File: src/rtl/cpu_clock_ctrl_pkg.sv
// Shared types and defaults for the CPU clock controller.
package cpu_clock_pkg;

    typedef enum logic [1:0] {
        IDLE  = 2'd0,
        RUN   = 2'd1,
        STEP  = 2'd2,
        DRAIN = 2'd3
    } state_e;

    localparam int DEFAULT_DIV   = 5;
    localparam int DEFAULT_CNT_W = 32;
    // Phase counter width: DIV is limited to 255, so eight bits always suffice.
    localparam int PH_W          = 8;

endpackage

File: src/rtl/cpu_clock_ctrl_if.sv
// Command/status bundle between a run-control host and cpu_clock_ctrl.
// Breakpoint signals exist only when CPU_CLOCK_BREAKPOINT_EN is defined.
interface cpu_clock_ctrl_if #(
    parameter int CNT_W = 32
);
    logic             cmdRun;
    logic             cmdHalt;
    logic             cmdStep;
    logic             cpuHalt;
    logic             pcClk;
    logic             pcStrobe;
    logic             busy;
    logic [CNT_W-1:0] periodCount;
`ifdef CPU_CLOCK_BREAKPOINT_EN
    logic [31:0]      pcValue;
    logic [31:0]      bpAddr;
    logic             bpEnable;
    logic             bpHit;
`endif

    modport master (
        output cmdRun, cmdHalt, cmdStep, cpuHalt,
`ifdef CPU_CLOCK_BREAKPOINT_EN
        output pcValue, bpAddr, bpEnable,
        input  bpHit,
`endif
        input  pcClk, pcStrobe, busy, periodCount
    );

    modport slave (
        input  cmdRun, cmdHalt, cmdStep, cpuHalt,
`ifdef CPU_CLOCK_BREAKPOINT_EN
        input  pcValue, bpAddr, bpEnable,
        output bpHit,
`endif
        output pcClk, pcStrobe, busy, periodCount
    );

endinterface

File: src/rtl/cpu_clock_ctrl_phase_counter.sv
// Mod-DIV phase counter with enable, synchronous clear and terminal count.
// Exposes its next value so the owner can register outputs aligned with it.
module phase_counter
    import cpu_clock_pkg::*;
#(
    parameter int DIV = DEFAULT_DIV
) (
    input  logic            clk,
    input  logic            rstN,
    input  logic            en_i,
    input  logic            clr_i,
    output logic [PH_W-1:0] cnt_o,
    output logic [PH_W-1:0] cntNext_o,
    output logic            tc_o
);

    logic [PH_W-1:0] cntQ;
    logic [PH_W-1:0] cntD;

    assign tc_o = (cntQ == PH_W'(DIV - 1));

    always_comb begin
        cntD = cntQ;
        if (clr_i) begin
            cntD = '0;
        end else if (en_i) begin
            cntD = tc_o ? '0 : cntQ + PH_W'(1);
        end
    end

    always_ff @(posedge clk or negedge rstN) begin
        if (!rstN) begin
            cntQ <= '0;
        end else begin
            cntQ <= cntD;
        end
    end

    assign cnt_o     = cntQ;
    assign cntNext_o = cntD;

endmodule

File: src/rtl/cpu_clock_ctrl.sv
// Run/halt/single-step generator for the CPU's pcClk and pcStrobe.
// Optional breakpoint stop is enabled by defining CPU_CLOCK_BREAKPOINT_EN.
module cpu_clock_ctrl
    import cpu_clock_pkg::*;
#(
    parameter int DIV   = DEFAULT_DIV,
    parameter int CNT_W = DEFAULT_CNT_W
) (
    input  logic             clk,
    input  logic             rstN,
    cpu_clock_ctrl_if.slave  bus
);

    state_e           stateQ, stateD;
    logic             runPendQ, runPendD;
    logic             pcClkQ, pcClkD;
    logic             pcStrobeQ, pcStrobeD;
    logic [CNT_W-1:0] countQ;
    logic [PH_W-1:0]  ph;
    logic [PH_W-1:0]  phNext;
    logic             tc;
    logic             haltReq;
`ifdef CPU_CLOCK_BREAKPOINT_EN
    logic             bpHitQ, bpHitD;
`endif

    phase_counter #(.DIV(DIV)) uPhase (
        .clk       (clk),
        .rstN      (rstN),
        .en_i      (stateQ != IDLE),
        .clr_i     (stateQ == IDLE),
        .cnt_o     (ph),
        .cntNext_o (phNext),
        .tc_o      (tc)
    );

    assign haltReq = bus.cmdHalt | bus.cpuHalt;

    always_ff @(posedge clk or negedge rstN) begin
        if (!rstN) begin
            stateQ    <= IDLE;
            runPendQ  <= 1'b0;
            pcClkQ    <= 1'b0;
            pcStrobeQ <= 1'b0;
            countQ    <= '0;
        end else begin
            stateQ    <= stateD;
            runPendQ  <= runPendD;
            pcClkQ    <= pcClkD;
            pcStrobeQ <= pcStrobeD;
            countQ    <= countQ + CNT_W'(pcStrobeD);
        end
    end

    // A period that has started always runs to its terminal count before leaving.
    always_comb begin
        stateD   = stateQ;
        runPendD = runPendQ;
        unique case (stateQ)
            IDLE: begin
                runPendD = 1'b0;
                if (!bus.cmdHalt) begin
                    if (bus.cmdRun) begin
                        stateD = RUN;
                    end else if (bus.cmdStep) begin
                        stateD = STEP;
                    end
                end
            end
            RUN: begin
                if (haltReq) begin
                    stateD = tc ? IDLE : DRAIN;
                end
            end
            STEP: begin
                if (bus.cmdRun) begin
                    runPendD = 1'b1;
                end
                if (tc) begin
                    stateD   = (runPendQ || bus.cmdRun) ? RUN : IDLE;
                    runPendD = 1'b0;
                end
            end
            DRAIN: begin
                if (tc) begin
                    stateD = IDLE;
                end
            end
            default: stateD = IDLE;
        endcase
`ifdef CPU_CLOCK_BREAKPOINT_EN
        bpHitD = bpHitQ;
        if (bus.cmdRun || bus.cmdStep) begin
            bpHitD = 1'b0;
        end
        if (stateQ != IDLE && tc && bus.bpEnable && bus.pcValue == bus.bpAddr) begin
            stateD   = IDLE;
            runPendD = 1'b0;
            bpHitD   = 1'b1;
        end
`endif
    end

    // Outputs are computed from next state/phase so the registers line up with ph.
    always_comb begin
        pcClkD    = (stateD != IDLE) && (phNext < PH_W'(DIV / 2));
        pcStrobeD = (stateD != IDLE) && (phNext == PH_W'(DIV - 1));
    end

`ifdef CPU_CLOCK_BREAKPOINT_EN
    always_ff @(posedge clk or negedge rstN) begin
        if (!rstN) begin
            bpHitQ <= 1'b0;
        end else begin
            bpHitQ <= bpHitD;
        end
    end

    assign bus.bpHit = bpHitQ;
`endif

    assign bus.pcClk       = pcClkQ;
    assign bus.pcStrobe    = pcStrobeQ;
    assign bus.busy        = (stateQ != IDLE);
    assign bus.periodCount = countQ;

endmodule

File: src/flat_wrapper.sv
// flat-port wrapper written by rule: the top's interface ports become plain ports
module cpu_clock_ctrl_flat import cpu_clock_pkg::*;
#(
    parameter int DIV   = DEFAULT_DIV,
    parameter int CNT_W = DEFAULT_CNT_W
)
  (clk, rstN, bus_cmdRun, bus_cmdHalt, bus_cmdStep, bus_cpuHalt, bus_pcClk, bus_pcStrobe, bus_busy, bus_periodCount);
  cpu_clock_ctrl_if #(.CNT_W(CNT_W)) bus_i ();
  input  logic clk;
  input  logic rstN;
  input wire logic [$bits(bus_i.cmdRun)-1:0] bus_cmdRun;
  input wire logic [$bits(bus_i.cmdHalt)-1:0] bus_cmdHalt;
  input wire logic [$bits(bus_i.cmdStep)-1:0] bus_cmdStep;
  input wire logic [$bits(bus_i.cpuHalt)-1:0] bus_cpuHalt;
  output wire logic [$bits(bus_i.pcClk)-1:0] bus_pcClk;
  output wire logic [$bits(bus_i.pcStrobe)-1:0] bus_pcStrobe;
  output wire logic [$bits(bus_i.busy)-1:0] bus_busy;
  output wire logic [$bits(bus_i.periodCount)-1:0] bus_periodCount;
  assign bus_i.cmdRun = bus_cmdRun;
  assign bus_i.cmdHalt = bus_cmdHalt;
  assign bus_i.cmdStep = bus_cmdStep;
  assign bus_i.cpuHalt = bus_cpuHalt;
  assign bus_pcClk = bus_i.pcClk;
  assign bus_pcStrobe = bus_i.pcStrobe;
  assign bus_busy = bus_i.busy;
  assign bus_periodCount = bus_i.periodCount;
  cpu_clock_ctrl #(.DIV(DIV), .CNT_W(CNT_W)) u_core (.clk(clk), .rstN(rstN), .bus(bus_i));
endmodule
File: config.mk
export PLATFORM = sky130hd
export DESIGN_NAME = cpu_clock_ctrl_flat
export DESIGN_NICKNAME = d
export VERILOG_FILES = /design/src/rtl/cpu_clock_ctrl_pkg.sv /design/src/rtl/cpu_clock_ctrl_if.sv /design/src/rtl/cpu_clock_ctrl_phase_counter.sv /design/src/rtl/cpu_clock_ctrl.sv /design/src/flat_wrapper.sv
export SDC_FILE = /design/constraint.sdc
export NUM_CORES = 1
export LEC_CHECK = 0
export ABC_AREA = 1
export CELL_PAD_IN_SITES_DETAIL_PLACEMENT = 1
export CELL_PAD_IN_SITES_GLOBAL_PLACEMENT = 2
export CORE_AREA = 2 2 94 96
export DETAILED_ROUTE_END_ITERATION = 16
export DIE_AREA = 0 0 96 98
export MAX_ROUTING_LAYER = met4
export PLACE_DENSITY = 0.75
export SYNTH_ARGS = -nofsm -noshare
export SYNTH_HDL_FRONTEND = slang
export SYNTH_HIERARCHICAL = 1
export SYNTH_SLANG_ARGS = --single-unit
File: constraint.sdc
create_clock -name clk -period 3.45 [get_ports clk]
set_input_delay 0.69 -clock clk [delete_from_list [all_inputs] [get_ports clk]]
set_output_delay 0.69 -clock clk [all_outputs]
set_load 0.01 [all_outputs]
Word level (Yosys, flattened, before mapping)
Index checks and enable logic that the tools add are counted.
- output and inout port bits: 35
- logic and storage cells: 39
- input bits: 6
- flip-flop bits (word level): 45
- order comparisons: 1
- bitwise logic cells: 1
- muxes and demuxes: 15
- $add $sub $neg: 2
- reduce and logical (&&, ||, !) cells: 8
- equal/unequal tests: 6
- operator list (cell ; number):
    $add 32x1->32 ; 1
    $mux 8 ; 3
    $eq 8x3->1 const B ; 2
    $mux 2 ; 7
    $add 8x1->8 const B ; 1
    $lt 8x2->1 const B ; 1
    $pmux 2 s4 ; 1
    $reduce_bool 2->1 ; 3
    $eq 2x2->1 const B ; 2
    $mux 1 ; 3
    $ne 3x2->1 const B ; 1
    $eq 2x1->1 const B ; 1
    $logic_and 1x1->1 ; 2
    $logic_not 2->1 ; 1
    $pmux 1 s2 ; 1
    $reduce_and 2->1 ; 1
    $logic_or 1x1->1 ; 1
    $or 1x1->1 ; 1

Depth between registers and ports, before layout
- depth after elaboration: 7
- gate-level depth with buffers: 20
- mapped depth without buffers: 20

Hierarchy
Netlist, hierarchy kept.
- by module, submodules not included (module ; area an instance (um^2) ; seq. area each (um^2) ; instances ; cells an instance):
    cpu_clock_ctrl ; 2050.7 ; 925.9 ; 1 ; 262
    phase_counter ; 473.0 ; 200.2 ; 1 ; 64

Worst setup path before layout
Ideal clock, no wire load.
- path type: reg-to-reg
- from: register u_core.stateQ[1]
- to: register u_core.countQ[30] (netlist: u_core/bus.periodCount[30])
- library setup time: 0.117 ns
- required time: 3.333 ns
- arrival: 2.711 ns
- stages on the path, launching flop included: 20
- setup slack: 0.622 ns
- period minus slack after synthesis: 2.828 ns
- path buffers: 0
- path through: dfrtp_1 inv_1 nand2_1 nand2_2 nor2_4 nand2_2 xor2_1 nor2_1 nor4_1 nand2_1 nor2_1 ha_1 ha_1 nand3_2 inv_2 nand2_2 nor2_4 nand2_1 nand2_1 nand2_1
- elaborated cells between the ends (all ways): 18
- classes of those cells: add/sub (1); eq/ne (4); mux (9); reduce/logical (4)
- RTL lines (item ; RTL line ; RTL):
    start: declaration ; cpu_clock_ctrl.sv:14 ; state_e stateQ, stateD;
    start signal: assignment ; cpu_clock_ctrl.sv:47 ; stateQ <= stateD;
    $reduce_bool 2->1 ; n/a ;
    via bus_busy ; flat_wrapper.sv:17 ; output wire logic [$bits(bus_i.busy)-1:0] bus_busy;
    $mux 8 ; cpu_clock_ctrl_phase_counter.sv:26 ; end else if (en_i) begin
    $mux 8 ; cpu_clock_ctrl_phase_counter.sv:24 ; if (clr_i) begin
    via u_core.phNext[5] ; cpu_clock_ctrl.sv:20 ; logic [PH_W-1:0] phNext;
    $eq 8x3->1 ; cpu_clock_ctrl.sv:107 ; pcStrobeD = (stateD != IDLE) && (phNext == PH_W'(DIV - 1));
    $logic_and 1x1->1 ; cpu_clock_ctrl.sv:107 ;
    via u_core.pcStrobeD ; cpu_clock_ctrl.sv:17 ; logic pcStrobeQ, pcStrobeD;
    $add 32x1->32 ; cpu_clock_ctrl.sv:51 ; countQ <= countQ + CNT_W'(pcStrobeD);
    end signal: assignment ; cpu_clock_ctrl.sv:51 ;
    end: declaration ; cpu_clock_ctrl.sv:18 ; logic [CNT_W-1:0] countQ;
The timed path passes the listed nets, and every way through them passes these cells.
A chain may end at the register's enable or synchronous reset.

Worst setup path in the final report
- from: register u_core.stateQ[1]
- to: register u_core.countQ[30] (netlist: u_core/bus.periodCount[30])
- elaborated cells between the ends (all ways): 18
- classes of those cells: add/sub (1); eq/ne (4); mux (9); reduce/logical (4)
- RTL lines (item ; RTL line ; RTL):
    $reduce_bool 2->1 ; cpu_clock_ctrl.sv:30 ; .en_i (stateQ != IDLE),
    $mux 8 ; cpu_clock_ctrl_phase_counter.sv:26 ;
    $mux 8 * ; cpu_clock_ctrl_phase_counter.sv:24 ;
    via u_core.phNext[5] ; cpu_clock_ctrl.sv:20 ;
    $eq 8x3->1 * ; cpu_clock_ctrl.sv:107 ;
    $logic_and 1x1->1 * ; cpu_clock_ctrl.sv:107 ;
    via u_core.pcStrobeD ; cpu_clock_ctrl.sv:17 ;
    $add 32x1->32 * ; cpu_clock_ctrl.sv:51 ;
The timed path passes the listed nets; every way through them passes the cells marked *.

==> metrics.csv <==
stage,metric,value,unit
detailed_routing,wl_per_cell,14.0,um
cts,cts_tree,done,
critical_path,rr_worst_depth,19,
critical_path,path_class,reg -> reg,
cts,clock-sinks,45,
global_routing,grt_pass1_wl,11.6,mm
cts,cts_made_buffers,5,
synthesis,synth_nets,336,
floorplan,core-area,0.00847,mm2
timing,setup_tns,0,ns
critical_path,end_kind,register,
timing,final-hold-violation-count,0,
run,drv_cap,0,
finish,area_growth_syn_to_layout,26.7,%
detailed_routing,drt-total-wl,6.78,mm
cts,path_clk_slew,0.09,ns
timing,rsz0062_at_grt,false,
cts,htreeDepth,2,
synthesis,yosysWarnings,6,
timing,post-route-period-util,89.0,%
worst_hold_path,hold_class,reg -> reg,
timing,setup_viol,0,
synthesis,synth_area,0.00252,mm2
floorplan,start_util,29.8,%
global_routing,overflow,0,
synthesis,synth_cells,326,
global_routing,grt_max_degree,46,
finish,final_cell_mix,"nand2_1, nor2_1, dfrtp_1",
cts,insertion_delay,0.30,ns
synthesis,synth.top_cells.by_area,"dfrtp_1, nand2_1, nor2_1",
power,p_per_area,493,mW/mm2
finish,diodes,0,
critical_path,setup.worst_path.start_class,register,
detailed_routing,dr.pass1.iters,4,
detailed_routing,via_count,2184,
synthesis,ys_seq_area_share,44.6,%
placement,port_buffers,40,
floorplan,die_y,98,um
synthesis,ys_ff_latch,45,
global_routing,use_met1,23.1,%
global_routing,track_usage,16.3,%
floorplan,die_area,0.00941,mm2
cts,cts_buffer_depth,2,
cts,root_buffer,clkbuf_8,
power,cellLeakagePower,1.45,nW
power,vdd_ir_drop_max,184,uV
floorplan,die_x,96,um
global_routing,busiest_layer,met2,
worst_hold_path,hold_depth,2,
critical_path,path_max_fanout,8,
timing,slew_headroom,31.2,%
finish,nets,385,
critical_path,cp.arrival,3.27,ns
critical_path,cp.required,3.65,ns
placement,dp_hpwl,5.42,mm
global_routing,grt_pass1_vias,2328,
finish,final_common_cell,nand2_1,
timing,worstMarginPinSlew,1.03,ns
detailed_routing,drt-initial-drc-count,57,
detailed_routing,vias_per_cell,4.51,
timing,finalMaxSlewViolations,0,
floorplan,std_cell_rows,34,
timing,min_period,3.07,ns
detailed_routing,drc,0,
synthesis,yosys.area.top_type_share,44.6,%
global_routing,gr-usage-met3,2.85,%
global_routing,grt_antenna_before_repair,0,
status,status,"finished, final reports clean",
floorplan,ios,41,
finish,drive_gt1_share,11.2,%
power,p_total,1.58,mW
global_routing,grt_use_met2,24.4,%
timing,fin_worst_skew,0.0100,ns
timing,fmax,326,MHz
synthesis,synth_largest_area_cell,dfrtp_1,
synthesis,synthDistinctLibCells,22,
detailed_routing,ant_nets,0,
placement,gp_congestion,0.818,
synthesis,syn_area_per_cell,7.74,um2
[flip-flops by register name, summed over array words and instances, names as in the netlist]
register	flops
u_core/bus.periodCount	32
u_core/bus.pcClk	1
u_core/runPendQ	1
u_core/uPhase/cnt_o	8
u_core/bus.pcStrobe	1
u_core/stateQ	2
[worst max-delay path, cell delays in order, from the launching register on]
cell and delay (ns):
dfrtp_1 0.41, inv_1 0.07, nand2_1 0.24, nand2_2 0.12, nor2_4 0.14, nand2_2 0.06, xor2_1 0.13, nor2_1 0.08
nor4_2 0.34, nand2_1 0.09, nor2_1 0.16, ha_2 0.26, ha_1 0.21, nand3_2 0.13, inv_2 0.13, nand2_2 0.10
nor2_4 0.14, nand2_1 0.07, nand2_1 0.06, nand2_1 0.04
[cells in the mapped netlist (all sizes together)]
library cell  instances
nand2               126
nor2                 71
dfrtp                45
inv                  28
nand3b               15
xor2                 13
nand3                 7
xnor2                 5
ha                    4
nand4                 3
nor3                  3
nor4                  3
o21ai                 2
a31oi                 1
[final cells by class]
class,count,area [um2]
fill,1036,5270
multi-input combinational,253,1300
sequential,45,1130
timing repair buffer,42,410
tap,108,135
inverter,28,105
clock buffer,6,82.6
clock inverter,2,37.5
[timing repair]
item	4_1_cts	5_1_grt
hold buffers	0	0
endpoints found under the setup margin	0	10
buffers inserted	0	0
gates resized for setup	0	2
hold endpoints to repair	0	0
[per-stage QoR]
stage	hold slack (ns)	setup WS (ns)	utilization, %	cells	area (um2)
finish	0.521	0.378	37.8	484	3200
global placement	0.479	0.384	36.3	476	3070
global route	0.555	0.0121	37.8	484	3200
CTS	0.533	0.218	37.7	484	3190
detailed placement	0.508	0.238	36.3	476	3070
floorplan	0.394	0.622	-	326	2520
[worst paths after layout]
path / start / end / slack (ns)
worst max register to register: u_core/stateQ[1] / u_core/bus.periodCount[30] / 0.38
worst max-delay path: u_core/stateQ[1] / u_core/bus.periodCount[30] / 0.38
worst min-delay path: u_core/bus.periodCount[31] / u_core/bus.periodCount[31] / 0.52
min in group asynchronous: rstN / u_core/bus.periodCount[30] / 0.56
max in group asynchronous: rstN / u_core/bus.periodCount[7] / 2.24
worst min register to register: u_core/bus.periodCount[31] / u_core/bus.periodCount[31] / 0.52
[per-layer routing]
layer	up-vias	share of wire, %	wire (um)
met5	-	0	0
met4	0	0.84	57
met3	6	2.3	155
met2	29	46	3100
met1	1043	51	3460
li1	1106	-	-
[cell families after synthesis]
logic type	after synthesis	share of synthesized area [%]
xor+xnor	18	6.54
compound gates	3	0.645
buf+inv	28	4.16
fa+ha+maj	4	1.98
flops	45	44.6
simple gates	228	42.0
[report_power, final]
part | internal [mW] | switching [mW] | total (mW)
Sequential | 0.606 | 0.0715 | 0.678
Combinational | 0.196 | 0.282 | 0.478
Clock | 0.236 | 0.184 | 0.420
Total | 1.04 | 0.537 | 1.58
No activity file was read; power rests on OpenSTA's default activity.
